--- config.mk ---
export PLATFORM = sky130hd
export DESIGN_NAME = draw_sequencer
export DESIGN_NICKNAME = d
export VERILOG_FILES = /design/src/rtl/draw_sequencer.sv
export SDC_FILE = /design/constraint.sdc
export NUM_CORES = 1
export LEC_CHECK = 0
export ABC_AREA = 1
export BUFFER_PORTS_ARGS = -buffer_cell sky130_fd_sc_hd__buf_2
export CORE_MARGIN = 3
export CORE_UTILIZATION = 45
export DETAILED_ROUTE_END_ITERATION = 8
export MAX_ROUTING_LAYER = met4
export PLACE_DENSITY = 0.77
export SYNTH_ARGS = -nofsm -noshare
export SYNTH_HDL_FRONTEND = slang
export SYNTH_SLANG_ARGS = --single-unit
--- constraint.sdc ---
create_clock -name clk -period 1.8 [get_ports clk]
set_input_delay 0.09 -clock clk [delete_from_list [all_inputs] [get_ports clk]]
set_output_delay 0.09 -clock clk [all_outputs]
set_load 0.01 [all_outputs]
--- src/rtl/draw_sequencer.sv ---
// draw_sequencer: frame-paced arbiter that grants car slots one at a time
// and routes only the granted slot's pixel writes onto the VGA port.
module draw_sequencer #(
    parameter int NUM_CARS     = 4,
    parameter int FRAME_CYCLES = 833334,
    parameter int SLOT_TIMEOUT = 4096
) (
    input  logic                    clk,
    input  logic                    resetn,
    input  logic                    run,
    input  logic [NUM_CARS-1:0]     car_active,
    input  logic [NUM_CARS-1:0]     car_we,
    input  logic [15*NUM_CARS-1:0]  car_coords,
    input  logic [9*NUM_CARS-1:0]   car_colour,
    input  logic [NUM_CARS-1:0]     car_done,
    output logic [NUM_CARS-1:0]     enable_draw,
    output logic                    vga_WriteEn,
    output logic [14:0]             vga_coords,
    output logic [8:0]              vga_colour,
    output logic                    frame_tick,
    output logic                    busy,
    output logic                    overrun
);

    localparam int FC_W  = (FRAME_CYCLES > 1) ? $clog2(FRAME_CYCLES) : 1;
    localparam int IDX_W = $clog2(NUM_CARS + 1);
    localparam int TO_W  = (SLOT_TIMEOUT > 1) ? $clog2(SLOT_TIMEOUT) : 1;

    localparam logic [FC_W-1:0]  FC_LAST = FC_W'(FRAME_CYCLES - 1);
    localparam logic [TO_W-1:0]  TO_LAST = TO_W'(SLOT_TIMEOUT - 1);
    localparam logic [IDX_W-1:0] IDX_END = IDX_W'(NUM_CARS);

    typedef enum logic [2:0] {
        IDLE,
        WAIT_FRAME,
        SELECT,
        GRANT,
        WAIT_DONE
    } state_t;

    state_t              state;
    logic [FC_W-1:0]     frame_cnt;
    logic [IDX_W-1:0]    idx;
    logic [TO_W-1:0]     slot_timer;

    logic [NUM_CARS-1:0] idx_onehot;
    logic                sel_active;
    logic                sel_done;
    logic                sel_we;
    logic [14:0]         sel_coords;
    logic [8:0]          sel_colour;

    // Slot mux; an index of NUM_CARS selects nothing.
    always_comb begin
        idx_onehot = '0;
        sel_active = 1'b0;
        sel_done   = 1'b0;
        sel_we     = 1'b0;
        sel_coords = '0;
        sel_colour = '0;
        for (int i = 0; i < NUM_CARS; i++) begin
            if (idx == IDX_W'(i)) begin
                idx_onehot[i] = 1'b1;
                sel_active    = car_active[i];
                sel_done      = car_done[i];
                sel_we        = car_we[i];
                sel_coords    = car_coords[15*i +: 15];
                sel_colour    = car_colour[9*i +: 9];
            end
        end
    end

    assign frame_tick  = (frame_cnt == FC_LAST);
    assign busy        = (state == GRANT) || (state == WAIT_DONE);
    assign enable_draw = (state == GRANT) ? idx_onehot : '0;
    assign vga_WriteEn = busy ? sel_we : 1'b0;
    assign vga_coords  = busy ? sel_coords : '0;
    assign vga_colour  = busy ? sel_colour : '0;

    always_ff @(posedge clk) begin
        if (resetn) begin
            frame_cnt <= '0;
        end else if (frame_tick) begin
            frame_cnt <= '0;
        end else begin
            frame_cnt <= frame_cnt + FC_W'(1);
        end
    end

    always_ff @(posedge clk) begin
        if (resetn) begin
            state      <= IDLE;
            idx        <= '0;
            slot_timer <= '0;
            overrun    <= 1'b0;
        end else begin
            // A boundary mid-sequence is only flagged; the frame runs on.
            if (frame_tick && state != IDLE && state != WAIT_FRAME) begin
                overrun <= 1'b1;
            end
            unique case (state)
                IDLE: begin
                    if (run) begin
                        state <= WAIT_FRAME;
                    end
                end
                WAIT_FRAME: begin
                    if (!run) begin
                        state <= IDLE;
                    end else if (frame_tick) begin
                        state <= SELECT;
                        idx   <= '0;
                    end
                end
                SELECT: begin
                    if (idx == IDX_END) begin
                        state <= run ? WAIT_FRAME : IDLE;
                    end else if (!sel_active) begin
                        idx <= idx + IDX_W'(1);
                    end else begin
                        state <= GRANT;
                    end
                end
                GRANT: begin
                    slot_timer <= '0;
                    state      <= WAIT_DONE;
                end
                WAIT_DONE: begin
                    if (sel_done || slot_timer == TO_LAST) begin
                        idx   <= idx + IDX_W'(1);
                        state <= SELECT;
                    end else begin
                        slot_timer <= slot_timer + TO_W'(1);
                    end
                end
                default: begin
                    state <= IDLE;
                end
            endcase
        end
    end

endmodule

# Yosys cells after proc, flatten, opt, wreduce, memory -nomap -nowiden
# Cells that the tools add are included.
# classes
n_addsub,3
n_eq_ne,20
n_mux,44
reduce_logical,13
# ops
op,n
15-bit two-way mux,5
9-bit two-way mux,5
3-bit two-way mux,11
12-bit one-hot mux with 2 select lines,1
"20-bit by 1-bit adder with 20-bit output, second input constant",1
"20-bit == test, second input constant",1
1-bit two-way mux,18
3-bit one-hot mux with 5 select lines,1
"12-bit by 1-bit adder with 12-bit output, second input constant",1
"12-bit == test, second input constant",1
"3-bit by 2-bit == test with 1-bit output, second input constant",4
12-bit two-way mux,1
"2-bit != test, second input constant",6
3-bit one-hot mux with 3 select lines,1
"3-bit by 1-bit == test with 1-bit output, second input constant",2
"3-bit == test, second input constant",2
3-bit logical NOT,2
"3-bit != test, second input constant",2
6-bit AND reduction,1
3-bit nonzero test,2
4-bit two-way mux,1
4-bit AND reduction,1
"3-bit by 1-bit adder with 3-bit output, second input constant",1
"3-bit by 1-bit != test with 1-bit output, second input constant",1
6 further kinds,8
# totals
ff_bits,39
in_bits,111
output_inout_bits,32
elab_cells,85

# Depth between registers and ports, before layout
# depth
depth_word,8
depth_mapped,13
mapped_depth_nobuf,13

# Least setup slack after synthesis
# OpenSTA, ideal clock, no wires.
# synth_timing
path_type,register to output
from,register idx[1]
to,output vga_colour[0]
t_arrival_ns,1.550
required_ns,1.710
slack_ns,0.160
stages_incl_launch_ff,9
path_buffers,1
cell_sequence,dfxtp_1 -> inv_1 -> ha_1 -> inv_2 -> clkbuf_1 -> nand3_1 -> nand3_1 -> o211ai_1 -> a21oi_1
# synth_between
elab_chain_cells,6
elab_cells_between_ends,9
cone_classes,3 x eq/ne; 5 x mux; 1 x reduce/logical
# synth_rtl
element,line,source
start: declaration,43,logic [IDX_W-1:0] idx;
start signal: assignment,119,idx <= idx + IDX_W'(1);
start signal: assignment,130,idx <= idx + IDX_W'(1);
3-bit logical NOT,62,if (idx == IDX_W'(i)) begin
9-bit two-way mux (3 in series),62,
9-bit two-way mux (*),62,
9-bit two-way mux (*),78,assign vga_colour = busy ? sel_colour : '0;
end: declaration,19,"output logic [8:0] vga_colour,"
# Every way passes the cells marked *; elsewhere a longest branch is shown, timed or not.

# Worst setup path after layout
# layout_timing
from,register idx[1]
to,output vga_colour[3]
# Same word-level chain as after synthesis.

==> metrics <==
RePlAce Congestion 0.861; Total Wirelength 12600 µm; Worst-path clk slew 0.08 ns; Tmin final 2.06 ns; critical path data arrival time roughly 2 ns; Worst setup EP type primary output; final worst setup slack -0.258 ns; Synth area leader dfxtp_1; clock power share 0.095; P_sw between 0.003 and 0.004 W; Ys Warns 0; Rows 29; post-DR vias/cell 5.44; Slew headroom 0.658; Post-Synthesis Cells 520; Static Leak 2.22 nW; Vias roughly 4300; clock buffer depth 2; syn_area_per_cell between 6 and 7 µm²; filler instances between 500 and 600; Clock Skew approximately 0.006 ns; post-route insts no fill 792; Die ar. slightly above 8000 µm²; worst path cell trace clkinv_4, buf_6, ha_4, inv_8, nor2_8, clkbuf_16, nand2_4, nand3_2, o211ai_1, a21oi_1, buf_2; cell-internal power 0.00358 W; synth unique cells 37; most area-consuming cells after synthesis dfxtp_1 25%, nand2_1 16%, nand3_1 11%, nor2_1 7.4%, a21oi_1 7.0%; Largest stage delay, worst path 0.37 ns; Fin. Hold Viols 0; Slew @ Worst Pin 0.509 ns; vias in the first global route 3791; worst min-delay path class input port to flip-flop; CP Class flip-flop to primary output; Crit path buffers/inverters 5; failing checks negative setup slack; Most used DFF post-synth dfxtp_1; H-tree depth 2; Combinational Power Share 0.750; Post-synth EDFFs 0; Seq cells post-synth 39; post-synthesis sequential area ratio 0.247; effective utilization at floorplan 0.481; CTS tree done; die height 89.8 µm; antenna-violating nets left 0; drt first-iter violations between 200 and 250; CP Launch Type flip-flop; die width roughly 90 µm; GR Overflow Total 0; CP Max Fanout 6; # IOs 143; Placed Instances 757; count leader, synth nand2_1; worst hold slack 0.133 ns; outcome finished with violations; IO Port Bufs 142; Sequential Power Share 0.155; setup tns final -6.84 ns; met1 wire length 4690 µm; DR DRC count 0; delay-heaviest family, CP buffers and inverters; metal3 WL 1020 µm; post-DP HPWL 8030 µm; Peak VDD IR between 0.8 and 0.9 mV; final core occ 0.739; drt first pass iters 7; Data required, critical path about 1.7 ns; CP max stage cell dfxtp_4; WL met2 6430 µm; Num CTS Buffers 5; Layout Nets 816; Sinks on Clock Net 39; Tot GR Track Use 0.270; share of the synthesized area in the top cell type 0.247; area delta synth->final 53.8%; ys async rst share 0; clk_lat worst skew 0.30 ns; post-synth design cell area 3160 µm²; # setup viols final 42; Post-synth top cells 133 x nand2_1, 72 x nand3_1, 62 x nor2_1, 45 x inv_1, 44 x a21oi_1; Switching Fraction 0.458; layout cells sized above 1 0.398; power per cell area 1360 nW/µm²; initial antenna violation count 1; Slew Limit Fails 0; wire per inst 15.8 µm; Fmax just under 500 MHz; core footprint 6570 µm²; syn_nets 639; uppermost layer routed met4; Final Cycle Share 1.14; root buffer cell clkbuf_8; RSZ-0062 raised after global routing true; first-pass GRT wire length 18000 µm; largest net degree at the start of global routing 38; Max-Cap Viols 0
-- repair_timing --
| action | in CTS | in global routing |
|---|---|---|
| resized for setup | 33 | 72 |
| setup endpoints to repair | 39 | 48 |
| gates cloned | 4 | 3 |
| pin swaps | 8 | 29 |
| hold buffers | 0 | 0 |
| buffers inserted | 16 | 7 |
-- metal layers --
layer / up-vias / global-route usage
met5: - / -
met4: 0 / 0.0690
met3: 44 / 0.0459
met2: 237 / 0.481
met1: 1950 / 0.315
li1: 2074 / -
-- power by group through the flow --
stage	Combinational [W]	Clock (W)	Sequential, W
finish	0.00496	0.000627	0.00102
global route	0.00530	0.000683	0.00103
CTS	0.00439	0.000634	0.00101
detailed placement	0.00310	0	0.00101
global placement	0.00306	0	0.00101
floorplan	0.00221	0	0.000996
-- cells in the final DEF, fill, tap and decap left out, types with 3 or more instances in the layout --
cell type and n:
nand3_2 20, buf_2 142, o21ai_0 4, nand3_4 6
clkbuf_8 6, buf_6 11, nand4_1 7, o211ai_1 25
inv_2 4, clkbuf_16 3, nand2_2 9, ha_1 5
inv_1 42, xnor2_1 4, dfxtp_1 37, nor3_1 11
a21oi_1 37, nor2_4 4, nor2_1 59, buf_4 28
or2_2 3, nand2_4 3, nand2_1 123, xor2_1 8
buf_12 6, a21oi_2 11, inv_4 3, nand3_1 49
-- cells by family after synthesis --
kind of cell             synth area share
AO/OA/AOI/OAI                       0.162
XOR/XNOR                           0.0333
adder cells (fa/ha/maj)            0.0317
buffers and inverters               0.100
flip-flops                          0.247
AND/OR/NAND/NOR                     0.425
-- flip-flops by register name, indices dropped and copies added (netlist names) --
name and cells:
state 3, overrun 1, frame_cnt 20, slot_timer 12, idx 3
-- through the flow --
| stage | cell area, µm² | power (W) | worst slack (ns) |
|---|---|---|---|
| after floorplan | 3160 | 0.00321 | 0.160 |
| after global placement | 4090 | 0.00407 | 0.0347 |
| after detailed placement | 4090 | 0.00411 | -0.0795 |
| after CTS | 4530 | 0.00603 | -0.187 |
| after global routing | 4860 | 0.00702 | -0.369 |
| final | 4860 | 0.00661 | -0.258 |
-- area by class of cell --
type | instances | area [µm²] | share of cell area
clock buffer | 7 | 86.3 | 0.0178
multi-input combinational | 407 | 2370 | 0.489
tap | 93 | 116 | 0.0240
antenna | 1 | 2.50 | 0.000515
timing repair buffer | 191 | 1250 | 0.258
inverter | 53 | 226 | 0.0466
clock inverter | 1 | 8.76 | 0.00180
sequential | 39 | 788 | 0.162
-- final timing paths --
path	slack (ns)	endpoint	start	cells past startpoint
setup reg to reg	-0.15	slot_timer[6]	idx[1]	14
setup / recovery	-0.26	vga_colour[3]	idx[1]	11
hold / removal	0.13	state[2]	resetn	2
hold reg to reg	0.47	frame_cnt[0]	frame_cnt[0]	1
-- worst register-to-register path, delay by kind of cell (launching register included) --
family / cells / cell delay, ns
compound gates: 1 / 0.14
flops: 1 / 0.38
fa+ha+maj: 1 / 0.18
buf+inv: 4 / 0.40
simple gates: 8 / 0.75
No activity file was read; power rests on OpenSTA's default activity.
